[src/rtl/id_pkg.sv]
// Shared decode-stage definitions: MIPS opcode/funct encodings and the
// instruction-queue entry layout.
package id_pkg;

  localparam int IQ_XLEN = 32;

  localparam logic [5:0] OP_SPECIAL = 6'b000000;
  localparam logic [5:0] OP_REGIMM  = 6'b000001;
  localparam logic [5:0] OP_J       = 6'b000010;
  localparam logic [5:0] OP_JAL     = 6'b000011;
  localparam logic [5:0] OP_BEQ     = 6'b000100;
  localparam logic [5:0] OP_BNE     = 6'b000101;
  localparam logic [5:0] OP_BLEZ    = 6'b000110;
  localparam logic [5:0] OP_BGTZ    = 6'b000111;

  localparam logic [5:0] FN_JR      = 6'b001000;
  localparam logic [5:0] FN_JALR    = 6'b001001;

  typedef struct packed {
    logic [IQ_XLEN-1:0] instr;
    logic [IQ_XLEN-1:0] pc;
    logic               is_ds;
    logic               is_br;
  } iq_entry_t;

endpackage

[src/rtl/id_branch_predecode.sv]
// Combinational branch/jump classifier on a raw instruction word.
module id_branch_predecode
  import id_pkg::*;
(
  input  logic [31:0] instr,
  output logic        is_br
);

  logic [5:0] opcode;
  logic [5:0] funct;
  logic       unused_bits;

  assign opcode      = instr[31:26];
  assign funct       = instr[5:0];
  assign unused_bits = ^instr[25:6];

  always_comb begin
    is_br = 1'b0;
    case (opcode)
      OP_BEQ, OP_BNE, OP_BLEZ, OP_BGTZ,
      OP_REGIMM, OP_J, OP_JAL:             is_br = 1'b1;
      OP_SPECIAL: is_br = (funct == FN_JR) || (funct == FN_JALR);
      default:                             is_br = 1'b0;
    endcase
  end

endmodule

[src/rtl/id_instr_queue.sv]
// IF/ID instruction queue: circular buffer tagging each entry with PC,
// branch predecode and delay-slot flag; flushed on exception/ERET.
module id_instr_queue
  import id_pkg::*;
#(
  parameter int DEPTH  = 4,
  parameter int ADDR_W = $clog2(DEPTH),
  parameter int XLEN   = 32
) (
  input  logic              clk,
  input  logic              rst,
  input  logic              in_valid,
  output logic              in_ready,
  input  logic [XLEN-1:0]   in_instr,
  input  logic [XLEN-1:0]   in_pc,
  output logic              out_valid,
  input  logic              out_ready,
  output logic [XLEN-1:0]   out_instr,
  output logic [XLEN-1:0]   out_pc,
  output logic [XLEN-1:0]   out_pc_plus_8,
  output logic              out_is_ds,
  output logic              out_is_branch,
  input  logic              flush,
  output logic [ADDR_W:0]   count
);

  localparam logic [ADDR_W:0] FULL_COUNT = (ADDR_W+1)'(DEPTH);

  iq_entry_t         mem_q [DEPTH];
  iq_entry_t         wr_entry;
  iq_entry_t         head;
  logic              wr_en;

  logic [ADDR_W-1:0] wr_ptr_q, wr_ptr_d;
  logic [ADDR_W-1:0] rd_ptr_q, rd_ptr_d;
  logic [ADDR_W:0]   count_q,  count_d;
  logic              last_br_q, last_br_d;

  logic              in_is_br;
  logic              enq_fire;
  logic              deq_fire;

  id_branch_predecode u_predecode (
    .instr (in_instr[31:0]),
    .is_br (in_is_br)
  );

  assign in_ready  = (count_q != FULL_COUNT);
  assign out_valid = (count_q != '0);
  assign enq_fire  = in_valid && in_ready;
  assign deq_fire  = out_valid && out_ready;

  always_comb begin
    wr_ptr_d  = wr_ptr_q;
    rd_ptr_d  = rd_ptr_q;
    count_d   = count_q;
    last_br_d = last_br_q;
    wr_en     = 1'b0;
    wr_entry  = '{instr: in_instr, pc: in_pc, is_ds: last_br_q, is_br: in_is_br};
    if (flush) begin
      wr_ptr_d  = '0;
      rd_ptr_d  = '0;
      count_d   = '0;
      last_br_d = 1'b0;
    end else begin
      if (enq_fire) begin
        wr_en     = 1'b1;
        wr_ptr_d  = wr_ptr_q + 1'b1;
        last_br_d = in_is_br;
      end
      if (deq_fire) begin
        rd_ptr_d = rd_ptr_q + 1'b1;
      end
      case ({enq_fire, deq_fire})
        2'b10:   count_d = count_q + 1'b1;
        2'b01:   count_d = count_q - 1'b1;
        default: count_d = count_q;
      endcase
    end
  end

  always_ff @(posedge clk or posedge rst) begin
    if (rst) begin
      wr_ptr_q  <= '0;
      rd_ptr_q  <= '0;
      count_q   <= '0;
      last_br_q <= 1'b0;
    end else begin
      wr_ptr_q  <= wr_ptr_d;
      rd_ptr_q  <= rd_ptr_d;
      count_q   <= count_d;
      last_br_q <= last_br_d;
    end
  end

  // Storage is deliberately left unreset; flags below are gated by out_valid.
  always_ff @(posedge clk) begin
    if (wr_en) begin
      mem_q[wr_ptr_q] <= wr_entry;
    end
  end

  assign head          = mem_q[rd_ptr_q];
  assign out_instr     = head.instr;
  assign out_pc        = head.pc;
  assign out_pc_plus_8 = head.pc + XLEN'(8);
  assign out_is_ds     = out_valid && head.is_ds;
  assign out_is_branch = out_valid && head.is_br;
  assign count         = count_q;

endmodule

[config.mk]
export PLATFORM = sky130hd
export DESIGN_NAME = id_instr_queue
export DESIGN_NICKNAME = d
export VERILOG_FILES = /design/src/rtl/id_pkg.sv /design/src/rtl/id_branch_predecode.sv /design/src/rtl/id_instr_queue.sv
export SDC_FILE = /design/constraint.sdc
export NUM_CORES = 1
export LEC_CHECK = 0
export ABC_AREA = 1
export CORE_MARGIN = 5
export CORE_UTILIZATION = 30
export CTS_CLUSTER_SIZE = 8
export DETAILED_ROUTE_END_ITERATION = 10
export REMOVE_ABC_BUFFERS = 1
export SYNTH_ARGS = -nofsm -noshare
export SYNTH_HDL_FRONTEND = slang
export SYNTH_HIERARCHICAL = 1
export SYNTH_SLANG_ARGS = --single-unit
[constraint.sdc]
create_clock -name clk -period 8.23 [get_ports clk]
set_clock_uncertainty 0.1 [all_clocks]
set_input_delay 0.823 -clock clk [delete_from_list [all_inputs] [get_ports clk]]
set_output_delay 0.823 -clock clk [all_outputs]
set_load 0.05 [all_outputs]
Word level (Yosys, flattened, before mapping)
Memory sizes are Yosys's and may differ from the RTL's.
Index checks and enable logic that the tools add are counted.
- flip-flop bits (word level): 8
- bits in latches: 0
- memory bits (writable): 264
- bits in read-only memories: 0
- input port bits: 69
- output and inout port bits: 103
- word-level logic and storage cells: 46
- memories: 1
- memories (memory ; words ; width ; read ports ; clocked after memory_dff ; wr ports ; line ; RTL):
    mem_q ; 4 ; 66 ; 1 ; 0 ; 1 ; id_instr_queue.sv:29 ; iq_entry_t mem_q [DEPTH];
- $add $sub $neg: 5
- multipliers: 0
- divide/modulo/power cells: 0
- $lt $le $gt $ge: 0
- eq/ne operators: 12
- shifts and indexed selects: 0
- muxes and demuxes: 13
- bitwise gates (word level): 0
- reductions and logical operators: 11
- operators by type and width (kind ; count):
    32-bit by 4-bit adder with 32-bit output (second input constant) ; 1
    6-bit by 3-bit == test with 1-bit output (second input constant) ; 4
    6-bit by 2-bit == test with 1-bit output (second input constant) ; 2
    6-bit by 4-bit == test with 1-bit output (second input constant) ; 2
    2-bit two-way mux ; 4
    7-bit OR reduction ; 1
    6-bit by 1-bit == test with 1-bit output (second input constant) ; 1
    6-bit logical NOT ; 1
    1-bit two-way mux ; 6
    3-bit one-hot mux with 2 select lines ; 1
    3-bit nonzero test ; 2
    2-bit by 1-bit adder with 2-bit output (second input constant) ; 2
    1-bit logical AND ; 4
    2-bit nonzero test ; 2
    3-bit by 1-bit adder with 3-bit output (second input constant) ; 1
    3-bit two-way mux ; 1
    3-bit inequality test (second input constant) ; 1
    3-bit by 1-bit subtractor with 3-bit output (second input constant) ; 1
    2-bit by 1-bit == test with 1-bit output (second input constant) ; 1
    2-bit == test (second input constant) ; 1
    1-bit one-hot mux with 2 select lines ; 1
    1-bit logical OR ; 1

Logic depth before layout (Yosys ltp)
- depth in word-level cells: 6
- depth in mapped cells: 14
- mapped depth without buffers: 12

Modules after synthesis
Netlist, hierarchy kept.
- by module, submodules not included (module ; times used ; cells each ; area an instance (um2) ; sequential area each (um2)):
    id_instr_queue ; 1 ; 1088 ; 11883.9 ; 8127.8
    id_branch_predecode ; 1 ; 11 ; 46.3 ; 0.0

Least setup slack after synthesis
OpenSTA, ideal clock, no wires.
- kind: register to register
- start: register count_q[0], in the netlist count[0]
- end: memory mem_q[0][0] (netlist bit) (enable)
- library setup time: 0.490 ns
- arrival time: 4.502 ns
- data required time: 7.640 ns
- setup slack: 3.137 ns
- cell stages (with the launch flop): 7
- buffers on the path: 0
- period minus slack after synthesis: 5.093 ns
- cells stage by stage: dfrtp_1 > inv_1 > nand3_1 > nand2_1 > nor2_1 > inv_1 > nor2_1
- longest elaborated chain between the ends: 6
- ends and longest elaborated chain (item ; line ; RTL):
    start: declaration ; id_instr_queue.sv:36 ; logic [ADDR_W:0] count_q, count_d;
    start signal: assignment ; id_instr_queue.sv:91 ; count_q <= count_d;
    3-bit inequality test ; id_instr_queue.sv:48 ; assign in_ready = (count_q != FULL_COUNT);
    named net in_ready ; id_instr_queue.sv:13 ; output logic in_ready,
    1-bit logical AND ; id_instr_queue.sv:50 ; assign enq_fire = in_valid && in_ready;
    1-bit two-way mux ; id_instr_queue.sv:66 ; if (enq_fire) begin
    1-bit two-way mux ; id_instr_queue.sv:60 ; if (flush) begin
    1-bit two-way mux ; id_instr_queue.sv:98 ; if (wr_en) begin
    1-bit two-way mux (implied by the code) ; id_instr_queue.sv:99 ; mem_q[wr_ptr_q] <= wr_entry;
    end: declaration ; id_instr_queue.sv:29 ;
The timed path passes the listed nets, and every way through them passes these cells.

Worst setup path after layout
- start: register rd_ptr_q[1]
- end: output port out_pc_plus_8[19]
- longest elaborated chain between the ends: 2
- ends and longest elaborated chain (item ; line ; RTL):
    start: declaration ; id_instr_queue.sv:35 ; logic [ADDR_W-1:0] rd_ptr_q, rd_ptr_d;
    start signal: assignment ; id_instr_queue.sv:90 ; rd_ptr_q <= rd_ptr_d;
    memory read 4 x 66 bit ; n/a ;
    32-bit by 4-bit adder with 32-bit output ; id_instr_queue.sv:106 ; assign out_pc_plus_8 = head.pc + XLEN'(8);
    end: declaration ; id_instr_queue.sv:20 ; output logic [XLEN-1:0] out_pc_plus_8,
Every way passes these cells.

==> impl_metrics.toml <==
[placed_design]
io_buffers = 171
gp_congestion = 0.8522
dp_hpwl_mm = 19.33

[synthesis]
yosys.area.top_type_share_pct = 66.45
synth_seq_cells = 272
synth_edf_count = 264
yosys.area_share.simple_pct = 20.07
async_flop_share_pct = 2.941
yosys.cell_types.count = 32
synth_flop_cell = "edfxtp_1"
synth_top_family_by_area = "simple AND/OR/NAND/NOR gates"
synthXorXnorAreaFrac_pct = 1.248
yosysWarnings = 6
synthesis.area_mm2 = 0.01193
muxShareOfSynthArea_pct = 0
synthTopCellsByArea = "edfxtp_1, nand2_1, nor2_1, o21ai_0, nand3_1"
yosysSeqAreaShare_pct = 68.13
synth_area_per_cell_um2 = 10.86
synth_adder_area_share_pct = 0.6922
netlist_instances = 1099
synth_compound_area_share_pct = 5.600
synth.largest_area_cell = "edfxtp_1"

[floorplan]
initial_utilization_pct = 30.17
ios = 172
die_h_um = 209.4
core_mm2 = 0.03955
die_width_um = 209.4
rows = 73
dieArea_mm2 = 0.04385

[critical_path]
critical_path.max_fanout = 57
r2r-start = "rd_ptr_q[1]"
arrival_ns = 4.45
r2r-end = "rd_ptr_q[1]"
critPathRequiredTime_ns = 7.31
start_kind = "flip-flop"
crit_path_end_kind = "output port"
ff2ff_path_depth = 3
ff2ff_setup_slack_ns = 5.40
crit_type = "reg2out"

[routing]
vias = 8438
drtIter0Drc = 566
viasPerCell = 4.654
antenna_left = 0
wirelength_mm = 31.07
wl_per_cell_um = 17.14
dr.pass1.iters = 5
drc_errors = 0

[cts]
cts-root-buf = "clkbuf_16"
post_cts_buffers = 0
clockBufferDepth = 3
insertion_delay_ns = 0.51
cts_hold_buffers = 0
cts.repair.resized = 0
cts_tree = "built"
clk_pin_slew_ns = 0.05
clock-sinks = 272
cts-buffers-inserted = 40
htreeDepth = 2

[timing]
rsz0062_at_grt = "false"
worst_slew_pin_slew_ns = 1.066
finalSetupTns_ns = 0
finalMaxSlewViolations = 0
finalSetupViolCount = 0
slew_headroom_pct = 28.96
fmax_mhz = 186.1
fin_crit_ns = 5.374
hold_violations = 0
period_share_pct = 65.30

[grt]
grt_pass1_vias = 8349
grt_max_degree = 136
grt-ovfl-total = 0
antenna_found_initial = 3
track_usage_pct = 13.86
grt_pass1_wl_mm = 48.20

[final_layout]
layout_common_cells = "nand2_1, edfxtp_1, clkdlybuf4s50_1, nor2_1, o21ai_0"
layout_commonest_cell = "nand2_1"
drive_gt1_share_pct = 6.915
final_nets = 1343
final_util_pct = 38.44
area_growth_pct = 27.41

[min_path]
min_from = "last_br_q"
hold_end = "mem_q[2][1]"
holdPathStages = 0
hold_class = "reg2reg"

[run]
maxCapViolCount = 0

[power]
power.leakage_nw = 5.583
power_density_mw_per_mm2 = 365.3
ir_drop_mv = 0.2704

[run_status]
status = "finished clean"
## cell usage after synthesis (2+ instances only)
cell,n
nand2_1,323
edfxtp_1,264
nor2_1,140
o21ai_0,81
nand3_1,76
inv_1,47
o22ai_1,35
clkbuf_1,19
xor2_1,16
nand2_2,13
buf_2,12
buf_4,12
nand4_1,9
dfrtp_1,8
nor2_2,8
a21oi_1,6
buf_6,6
ha_1,5
nor2_4,5
inv_2,2
## per-stage QoR
stage | cell area, um2 | setup slack (ns) | cells | hold slack, ns | total power (W)
6_report | 15200 | 2.856 | 1813 | 0.4652 | 0.005553
5_1_grt | 15200 | 2.484 | 1812 | 0.5021 | 0.005832
4_1_cts | 15200 | 2.807 | 1812 | 0.4727 | 0.005621
3_5_place_dp | 14080 | 3.334 | 1751 | 0.4638 | 0.004147
3_3_place_gp | 14080 | 3.374 | 1751 | 0.4404 | 0.004135
2_1_floorplan | 11620 | 2.130 | 1048 | 0.3766 | 0.003293
## kinds of logic after synthesis
logic type	after synthesis
AO/OA/AOI/OAI	124
XOR/XNOR	17
adder cells (fa/ha/maj)	6
buffers and inverters	102
flip-flops	272
AND/OR/NAND/NOR	578
## flip-flops by register name, summed over array words and instances, names as in the netlist
| signal | cells |
|---|---|
| mem_q | 264 |
| count | 3 |
| wr_ptr_q | 2 |
| rd_ptr_q | 2 |
| last_br_q | 1 |
## routing by layer
metal	part of all wire (%)	wire length, um	track usage [%]	vias to the layer above
met1	44	13570	18.33	4008
met3	6.5	2028	3.199	48
met4	1.5	471	3.195	6
met2	48	14970	23.30	262
met5	0.10	32	0	-
li1	-	-	-	4114
## how the worst max path moves through the flow
stage	startpoint	endpoint	slack [ns]	cells after the start
detailed placement	rd_ptr_q[1]	out_pc_plus_8[19]	3.33	10
floorplan	rd_ptr_q[0]	out_pc_plus_8[19]	2.13	10
global placement	rd_ptr_q[1]	out_pc_plus_8[19]	3.37	10
finish	rd_ptr_q[1]	out_pc_plus_8[19]	2.86	10
global route	rd_ptr_q[1]	out_pc_plus_8[19]	2.48	10
CTS	rd_ptr_q[1]	out_pc_plus_8[19]	2.81	10
## layout make-up
type / count / area (um2)
Tap cell: 525 / 656.9
Multi-Input combinational cell: 725 / 3324
Clock inverter: 3 / 26.28
Clock buffer: 58 / 1090
Inverter: 51 / 201.4
Timing Repair Buffer: 178 / 1764
Sequential cell: 272 / 8135
Antenna cell: 1 / 2.502
Fill cell: 3807 / 24350
## power breakdown
group          internal [W]  switching (W)
clock network      0.000905       0.000545
logic              0.000677        0.00174
registers           0.00161      0.0000735
total               0.00319        0.00236
## worst max-delay path, cell delays in order (launching register included)
cell	delay (ns)
dfrtp_4	0.78
clkinv_2	0.84
nor2_1	0.28
o21ai_1	0.09
nand2_1	0.27
ha_1	0.31
nand2_4	0.12
nor2_4	0.18
nand2_1	0.08
xor2_1	0.14
clkdlybuf4s50_1	0.82
Note: power is estimated with default switching activity, not from simulation.
